[src/rtl/if_stage_pkg.sv]
// Constants and types shared across the fetch stage and its neighbours.
package if_stage_pkg;

    localparam logic [31:0] NOP_WORD         = 32'h0000_0000;
    localparam logic [31:0] DEFAULT_RESET_PC = 32'h0000_0000;
    localparam logic [31:0] WORD_ALIGN_MASK  = 32'hFFFF_FFFC;

    // Also consumed by the hazard unit for debug visibility.
    typedef enum logic [1:0] {
        PC_SEQ    = 2'd0,
        PC_JUMP   = 2'd1,
        PC_BRANCH = 2'd2,
        PC_HOLD   = 2'd3
    } pc_sel_e;

endpackage

[src/rtl/if_stage_pc_next_sel.sv]
// Priority select for the next PC: EX branch, then ID jump, then stall hold, else sequential.
module pc_next_sel
    import if_stage_pkg::*;
(
    input  logic        i_stall,
    input  logic        i_id_jump,
    input  logic [31:0] i_id_jump_target,
    input  logic        i_ex_branch_taken,
    input  logic [31:0] i_ex_branch_target,
    input  logic [31:0] i_pc,
    output pc_sel_e     o_sel,
    output logic [31:0] o_next_pc,
    output logic [31:0] o_pc_plus4
);

    assign o_pc_plus4 = i_pc + 32'd4;

    // The branch is older than the stalled instruction, so it beats the stall.
    always_comb begin
        o_sel     = PC_SEQ;
        o_next_pc = o_pc_plus4;
        if (i_ex_branch_taken) begin
            o_sel     = PC_BRANCH;
            o_next_pc = i_ex_branch_target & WORD_ALIGN_MASK;
        end else if (i_id_jump && !i_stall) begin
            o_sel     = PC_JUMP;
            o_next_pc = i_id_jump_target & WORD_ALIGN_MASK;
        end else if (i_stall) begin
            o_sel     = PC_HOLD;
            o_next_pc = i_pc;
        end
    end

endmodule

[src/rtl/if_stage.sv]
// Instruction-fetch stage: program counter, next-PC selection and the IF/ID register.
module if_stage
    import if_stage_pkg::*;
#(
    parameter logic [31:0] RESET_PC  = DEFAULT_RESET_PC,
    parameter logic [31:0] NOP_INSTR = NOP_WORD
) (
    input  logic        clk,
    input  logic        rst_n,
    input  logic        stall,
    input  logic        id_jump,
    input  logic [31:0] id_jump_target,
    input  logic        ex_branch_taken,
    input  logic [31:0] ex_branch_target,
    output logic [31:0] imem_addr,
    input  logic [31:0] imem_instr,
    output logic [31:0] ifid_instr,
    output logic [31:0] ifid_pc_plus4,
    output logic        ifid_valid
);

    logic [31:0] r_pc;
    logic [31:0] r_ifid_instr;
    logic [31:0] r_ifid_pc_plus4;
    logic        r_ifid_valid;

    pc_sel_e     w_sel;
    logic [31:0] w_next_pc;
    logic [31:0] w_pc_plus4;

    pc_next_sel u_pc_next_sel (
        .i_stall            (stall),
        .i_id_jump          (id_jump),
        .i_id_jump_target   (id_jump_target),
        .i_ex_branch_taken  (ex_branch_taken),
        .i_ex_branch_target (ex_branch_target),
        .i_pc               (r_pc),
        .o_sel              (w_sel),
        .o_next_pc          (w_next_pc),
        .o_pc_plus4         (w_pc_plus4)
    );

    always_ff @(posedge clk or negedge rst_n) begin
        if (!rst_n) begin
            r_pc            <= RESET_PC;
            r_ifid_instr    <= NOP_INSTR;
            r_ifid_pc_plus4 <= '0;
            r_ifid_valid    <= 1'b0;
        end else begin
            case (w_sel)
                PC_BRANCH, PC_JUMP: begin
                    r_pc            <= w_next_pc;
                    r_ifid_instr    <= NOP_INSTR;
                    r_ifid_pc_plus4 <= '0;
                    r_ifid_valid    <= 1'b0;
                end
                PC_SEQ: begin
                    r_pc            <= w_next_pc;
                    r_ifid_instr    <= imem_instr;
                    r_ifid_pc_plus4 <= w_pc_plus4;
                    r_ifid_valid    <= 1'b1;
                end
                default: ;
            endcase
        end
    end

    assign imem_addr     = r_pc;
    assign ifid_instr    = r_ifid_instr;
    assign ifid_pc_plus4 = r_ifid_pc_plus4;
    assign ifid_valid    = r_ifid_valid;

endmodule

[config.mk]
export PLATFORM = sky130hd
export DESIGN_NAME = if_stage
export DESIGN_NICKNAME = d
export VERILOG_FILES = /design/src/rtl/if_stage_pkg.sv /design/src/rtl/if_stage_pc_next_sel.sv /design/src/rtl/if_stage.sv
export SDC_FILE = /design/constraint.sdc
export NUM_CORES = 1
export LEC_CHECK = 0
export CORE_AREA = 3 3 87 151
export CTS_CLUSTER_SIZE = 20
export DETAILED_ROUTE_END_ITERATION = 6
export DIE_AREA = 0 0 90 154
export DONT_BUFFER_PORTS = 1
export HOLD_SLACK_MARGIN = 0.12
export SLEW_MARGIN = 20
export SYNTH_ARGS = -nofsm -noshare
export SYNTH_HDL_FRONTEND = slang
export SYNTH_SLANG_ARGS = --single-unit
[constraint.sdc]
create_clock -name clk -period 4.1 [get_ports clk]
set_clock_uncertainty 0.05 [all_clocks]
set_input_delay 0.82 -clock clk [delete_from_list [all_inputs] [get_ports clk]]
set_output_delay 0.82 -clock clk [all_outputs]
set_load 0.02 [all_outputs]
# After elaboration in Yosys (flattened, before gate mapping)
# Index checks and enable logic that the tools add are counted.
[op_classes] muxes=9 n_addsub=1 eq_ne=3 n_reduce_logical=7
[ops] op="$pmux 32 s2" count=2
[ops] op="$mux 32" count=3
[ops] op="$add 32x3->32 const B" count=1
[ops] op="$mux 2" count=3
[ops] op="$ne 3x1->1 const B" count=1
[ops] op="$reduce_or 3->1" count=1
[ops] op="$eq 2x1->1 const B" count=1
[ops] op="$eq 2x2->1 const B" count=1
[ops] op="$logic_not 2->1" count=1
[ops] op="$pmux 1 s2" count=1
[ops] op="$reduce_and 2->1" count=1
[ops] op="$reduce_bool 2->1" count=1
[ops] op="$reduce_or 2->1" count=1
[ops] op="$logic_and 1x1->1" count=1
[ops] op="$logic_not 1->1" count=1
[word_totals] reg_bits=97 inputBits=101 wordCells=24 out_inout_bits=97

# Longest topological paths before layout
[depth] word_depth=7 ltp_mapped=7 depth_no_buf=6

# By module
# From an unflattened synthesis, not the netlist that was laid out.
[unflattened] hier_cells=481 hier_area_um2=5271.3
[by_module_without_submodules] module="if_stage" cells_per_inst=214 area_per_inst_um2=3504.6 n_inst=1 seq_area_each_um2=2427.3
[by_module_without_submodules] module="pc_next_sel" cells_per_inst=267 area_per_inst_um2=1766.7 n_inst=1 seq_area_each_um2=0.0

# Worst setup path before layout
# OpenSTA, ideal clock, no wires.
[synth_timing] kind="register -> register" startpoint="register r_pc[7], in the netlist imem_addr[7]" endpoint="register r_pc[31], in the netlist imem_addr[31]" period_less_slack_ns=2.334 setup_ns=0.074 arrival_ns=2.209 slack_ns=1.766 t_required_ns=3.976 stages_incl_launch_ff=8 path_buffers=2 cell_sequence="dfrtp_1 > buf_2 > nand4_4 > or4_1 > buf_6 > nor4_4 > mux2_2 > o21ai_2"
[synth_between] elab_chain_len=4
[synth_lines] item="start: declaration" line_no="if_stage.sv:22" text="logic [31:0] r_pc;"
[synth_lines] item="start signal: assignment" line_no="if_stage.sv:52" text="r_pc <= w_next_pc;"
[synth_lines] item="start signal: assignment" line_no="if_stage.sv:58" text="r_pc <= w_next_pc;"
[synth_lines] item="$add 32x3->32" line_no="if_stage_pc_next_sel.sv:16" text="assign o_pc_plus4 = i_pc + 32'd4;"
[synth_lines] item="$mux 32" line_no="if_stage_pc_next_sel.sv:28" text="end else if (i_stall) begin"
[synth_lines] item="$mux 32" line_no="if_stage_pc_next_sel.sv:25" text="end else if (i_id_jump && !i_stall) begin"
[synth_lines] item="$mux 32" line_no="if_stage_pc_next_sel.sv:22" text="if (i_ex_branch_taken) begin"
# Every way passes these cells. The select of a mux whose other input is x is not followed.
# A chain may end at the register's enable or synchronous reset.

# Worst setup path after layout
[layout_timing] startpoint="register r_pc[2], in the netlist imem_addr[2]" endpoint="register r_pc[26], in the netlist imem_addr[26]"
# The elaborated chain is that of the path after synthesis.

==> summary.txt <==
Status
  – Status: completed

Floorplan
  – # rows: 53
  – Starting Density: 0.393
  – Die area: 13900 µm²
  – Die Height: 154 µm
  – Core ar.: 12100 µm²
  – I/O Pins: 198
  – Chip Width: 90 µm

Yosys
  – Seq/Total Area, Yosys: 0.490
  – Synth Instances: 476
  – Compound-Gate Fraction of Synth Area: 0.216
  – Leading register cell type out of synthesis: dfrtp_1
  – Post-synthesis cell type count: 56
  – Post-synth EDFFs: 0
  – Syn Area/Cell: 9.97 µm²
  – Post-synthesis mux area share: 0.0335
  – Synth Area in Simple Gates: 0.160
  – Post-Synth Adder-Cell Area: 0.00264
  – Synth warnings: 0
  – Area leader, netlist: dfrtp_1
  – Synth Area in XOR/XNOR: 0.0480
  – Yosys top cell area share: 0.490
  – Synth area leaders: dfrtp_1 49%, a22o_1 6.8%, o21ai_0 4.6%
  – Largest family of logic cells by synthesized area: compound AO/OA/AOI/OAI gates
  – Asr flop ratio synth: 1.00
  – Synth Cell Area: 4750 µm²
  – #FFs+latches synth: 93

STA
  – Setup TNS: 0 ps
  – Fmax: 0.350 GHz
  – Period minus WS final: 2860 ps
  – Setup violations, final: 0
  – Slew at the pin with the worst max-slew slack: 1080 ps
  – Max Slew Vio Count: 0
  – Tcrit/Tclk final: 0.697
  – RSZ-0062 raised after global routing: false
  – Max_slew headroom: 0.280
  – Final hold vios: 0

Power
  – Power per Cell Area: 431 nW/µm²
  – Leakage power: 0.00216 µW
  – Peak supply drop: 0.000249 V

Global routing
  – GRT Resource Usage Total: 0.208
  – GRT Residual Overflow: 0
  – First-pass GRT wire length: 22.8 mm
  – Antenna violations before repair: 0
  – Largest net degree at the start of global routing: 94
  – Vias in the first global route: 3867

Critical path
  – FF-to-FF Start: imem_addr[2]$_DFFE_PN0P_
  – CP Class: reg2reg
  – CP max stage delay: 630 ps
  – CP top delay family: simple AND/OR/NAND/NOR gates
  – CP cell instances: ha_1 -> nand3_1 -> nor3_1 -> nand4_1 -> mux2i_1 -> a211o_1
  – Startpoint types: flop
  – Worst setup path endpoint: imem_addr[26]$_DFFE_PN0P_
  – Worst r2r dst: imem_addr[26]$_DFFE_PN0P_
  – Crit path max fanout: 8
  – Cells on worst reg2reg path: 6
  – Nature of the critical path endpoint: flop
  – CP Launch Point: imem_addr[2]$_DFFE_PN0P_
  – Critical Path Stages: 6
  – Arr. time, crit path: 3030 ps
  – CP required: 4270 ps
  – Worst-path cell with the longest stage delay: nor3_1
  – Critical path buffers and inverters: 0
  – R2r setup slk: 1240 ps

Flow run
  – Max-Cap Viols: 0

CTS
  – CTS tree: yes
  – Clock Latency Late Sink: 340 ps
  – Clock sink count: 93
  – Root buf cell: clkbuf_16
  – CTS H-tree lvls: 3
  – Clock Tree Buf Depth: 2
  – Worst-path clk slew: 70 ps
  – Num CTS Buffers: 9

Layout
  – Multi-input logic area: 2210 µm²
  – Final Net Count: 550
  – Final Non-Filler Cells: 618
  – Core Util, Final: 0.425
  – Area growth from synthesis to layout: 8.12%
  – Share of cells above drive strength 1: 0.0927
  – Fill cell count: 1207
  – Diode count: 0
  – Reg area: 2330 µm²

Placement
  – Port Buf Inserts: 0
  – Gpl congestion: 0.899
  – Post-DP HPWL: 10.5 mm
  – Placed cell count: 601

Detailed routing
  – Via density: 6.03
  – DRC: 0
  – DR pass1 iterations: 4
  – Avg WL per Cell: 23.5 µm
  – Routed WL: 14.5 mm
  – Initial detailed-routing violation count: 234
  – Routed Antenna Nets: 0
  – Via Count: 3726

Hold path
  – Hold Path Class: in2async
through the flow:
step                      setup WS (ps)  hold WS (ps)  total power, µW  instance area [µm²]
after global placement             1300           476             1350                 4800
after global routing               1070           386             2320                 5130
after floorplan                    1770           474             1310                 4760
after detailed placement           1250           476             1350                 4800
after CTS                          1220           362             2250                 5130
final                              1240           352             2210                 5130
final cells by class:
| type | instances | area share |
|---|---|---|
| sequential | 93 | 0.453 |
| multi-input combinational | 334 | 0.431 |
| clock buffer | 10 | 0.0466 |
| tap | 165 | 0.0402 |
| clock inverter | 6 | 0.0137 |
| timing repair buffer | 5 | 0.0112 |
| inverter | 5 | 0.00366 |
worst min path at each step:
stage / from / end / slack [ps]
2_1_floorplan: rst_n / ifid_instr[0]$_DFFE_PN0P_ / 470
3_3_place_gp: rst_n / ifid_instr[29]$_DFFE_PN0P_ / 480
3_5_place_dp: rst_n / ifid_instr[27]$_DFFE_PN0P_ / 480
4_1_cts: rst_n / ifid_pc_plus4[2]$_DFFE_PN0P_ / 360
5_1_grt: rst_n / ifid_instr[29]$_DFFE_PN0P_ / 390
6_report: rst_n / ifid_instr[30]$_DFFE_PN0P_ / 350
synth_stat cells, types with 5 or more instances:
cell type  count
buf_1          5
nand3_1       13
o221ai_1       8
xnor2_1       14
xor2_1        12
nor2_1        23
nor4_1         8
nor3_1         8
a22oi_1       13
o21ai_0       44
a22o_1        37
a21oi_1       14
nand2_1       58
dfrtp_1       93
mux2_2         7
clkbuf_1      29
nand4_1        9
mux2i_1        8
buf_4          6
worst register-to-register path, delay by kind of cell, from the launching register on:
kind | cells | cell delay (ps)
and+or+nand+nor | 3 | 1280
DFF | 1 | 590
adders and majority gates | 1 | 340
AOI/OAI and AO/OA | 1 | 300
muxes | 1 | 190
flip-flops by register name, indices dropped and copies added, names as in the netlist:
signal         count
ifid_valid         1
ifid_pc_plus4     30
ifid_instr        32
imem_addr         30
kinds of logic (layout without fill, tap and decap cells):
| family | Yosys count | count (layout) |
|---|---|---|
| other cells | 1 | 4 |
| buf+inv | 52 | 26 |
| fa+ha+maj | 1 | 1 |
| simple gates | 142 | 142 |
| compound gates | 146 | 146 |
| mux | 15 | 15 |
| flops | 93 | 93 |
| xor+xnor | 26 | 26 |
layer usage:
metal / part of all wire / track usage
met3: 0.078 / 0.0538
met5: 0 / 0
met4: 0.025 / 0.0804
met1: 0.36 / 0.231
met2: 0.54 / 0.377
layout by cell type, fill, tap and decap left out, drive strengths merged, types with 3 or more instances in the layout:
master,netlist,routed
nand4,10,10
a21oi,14,14
dfrtp,93,93
and3,4,4
or4,3,3
a22oi,13,13
nor3,8,8
a221o,4,4
buf,16,5
o21ai,48,48
a2bb2oi,3,3
o221ai,8,8
xor2,12,12
xnor2,14,14
a22o,37,37
o22ai,3,3
nor2,23,23
nand2,59,59
inv,4,6
conb,1,4
a221oi,4,4
nand3,13,13
mux2,7,7
nor4,12,12
clkbuf,31,10
mux2i,8,8
and4,4,4
power by group:
part / leakage [µW] / total, µW / internal, µW / switching (µW)
logic: 0.000792 / 212 / 91.8 / 120
clock network: 0.000147 / 858 / 495 / 364
registers: 0.00122 / 1140 / 972 / 171
repair_timing:
item / 4_1_cts / 5_1_grt
resized for setup: 0 / 0
setup buffers: 0 / 0
endpoints found under the hold margin: 93 / 0
hold buffers: 1 / 0
(Power assumes the default switching activity.)
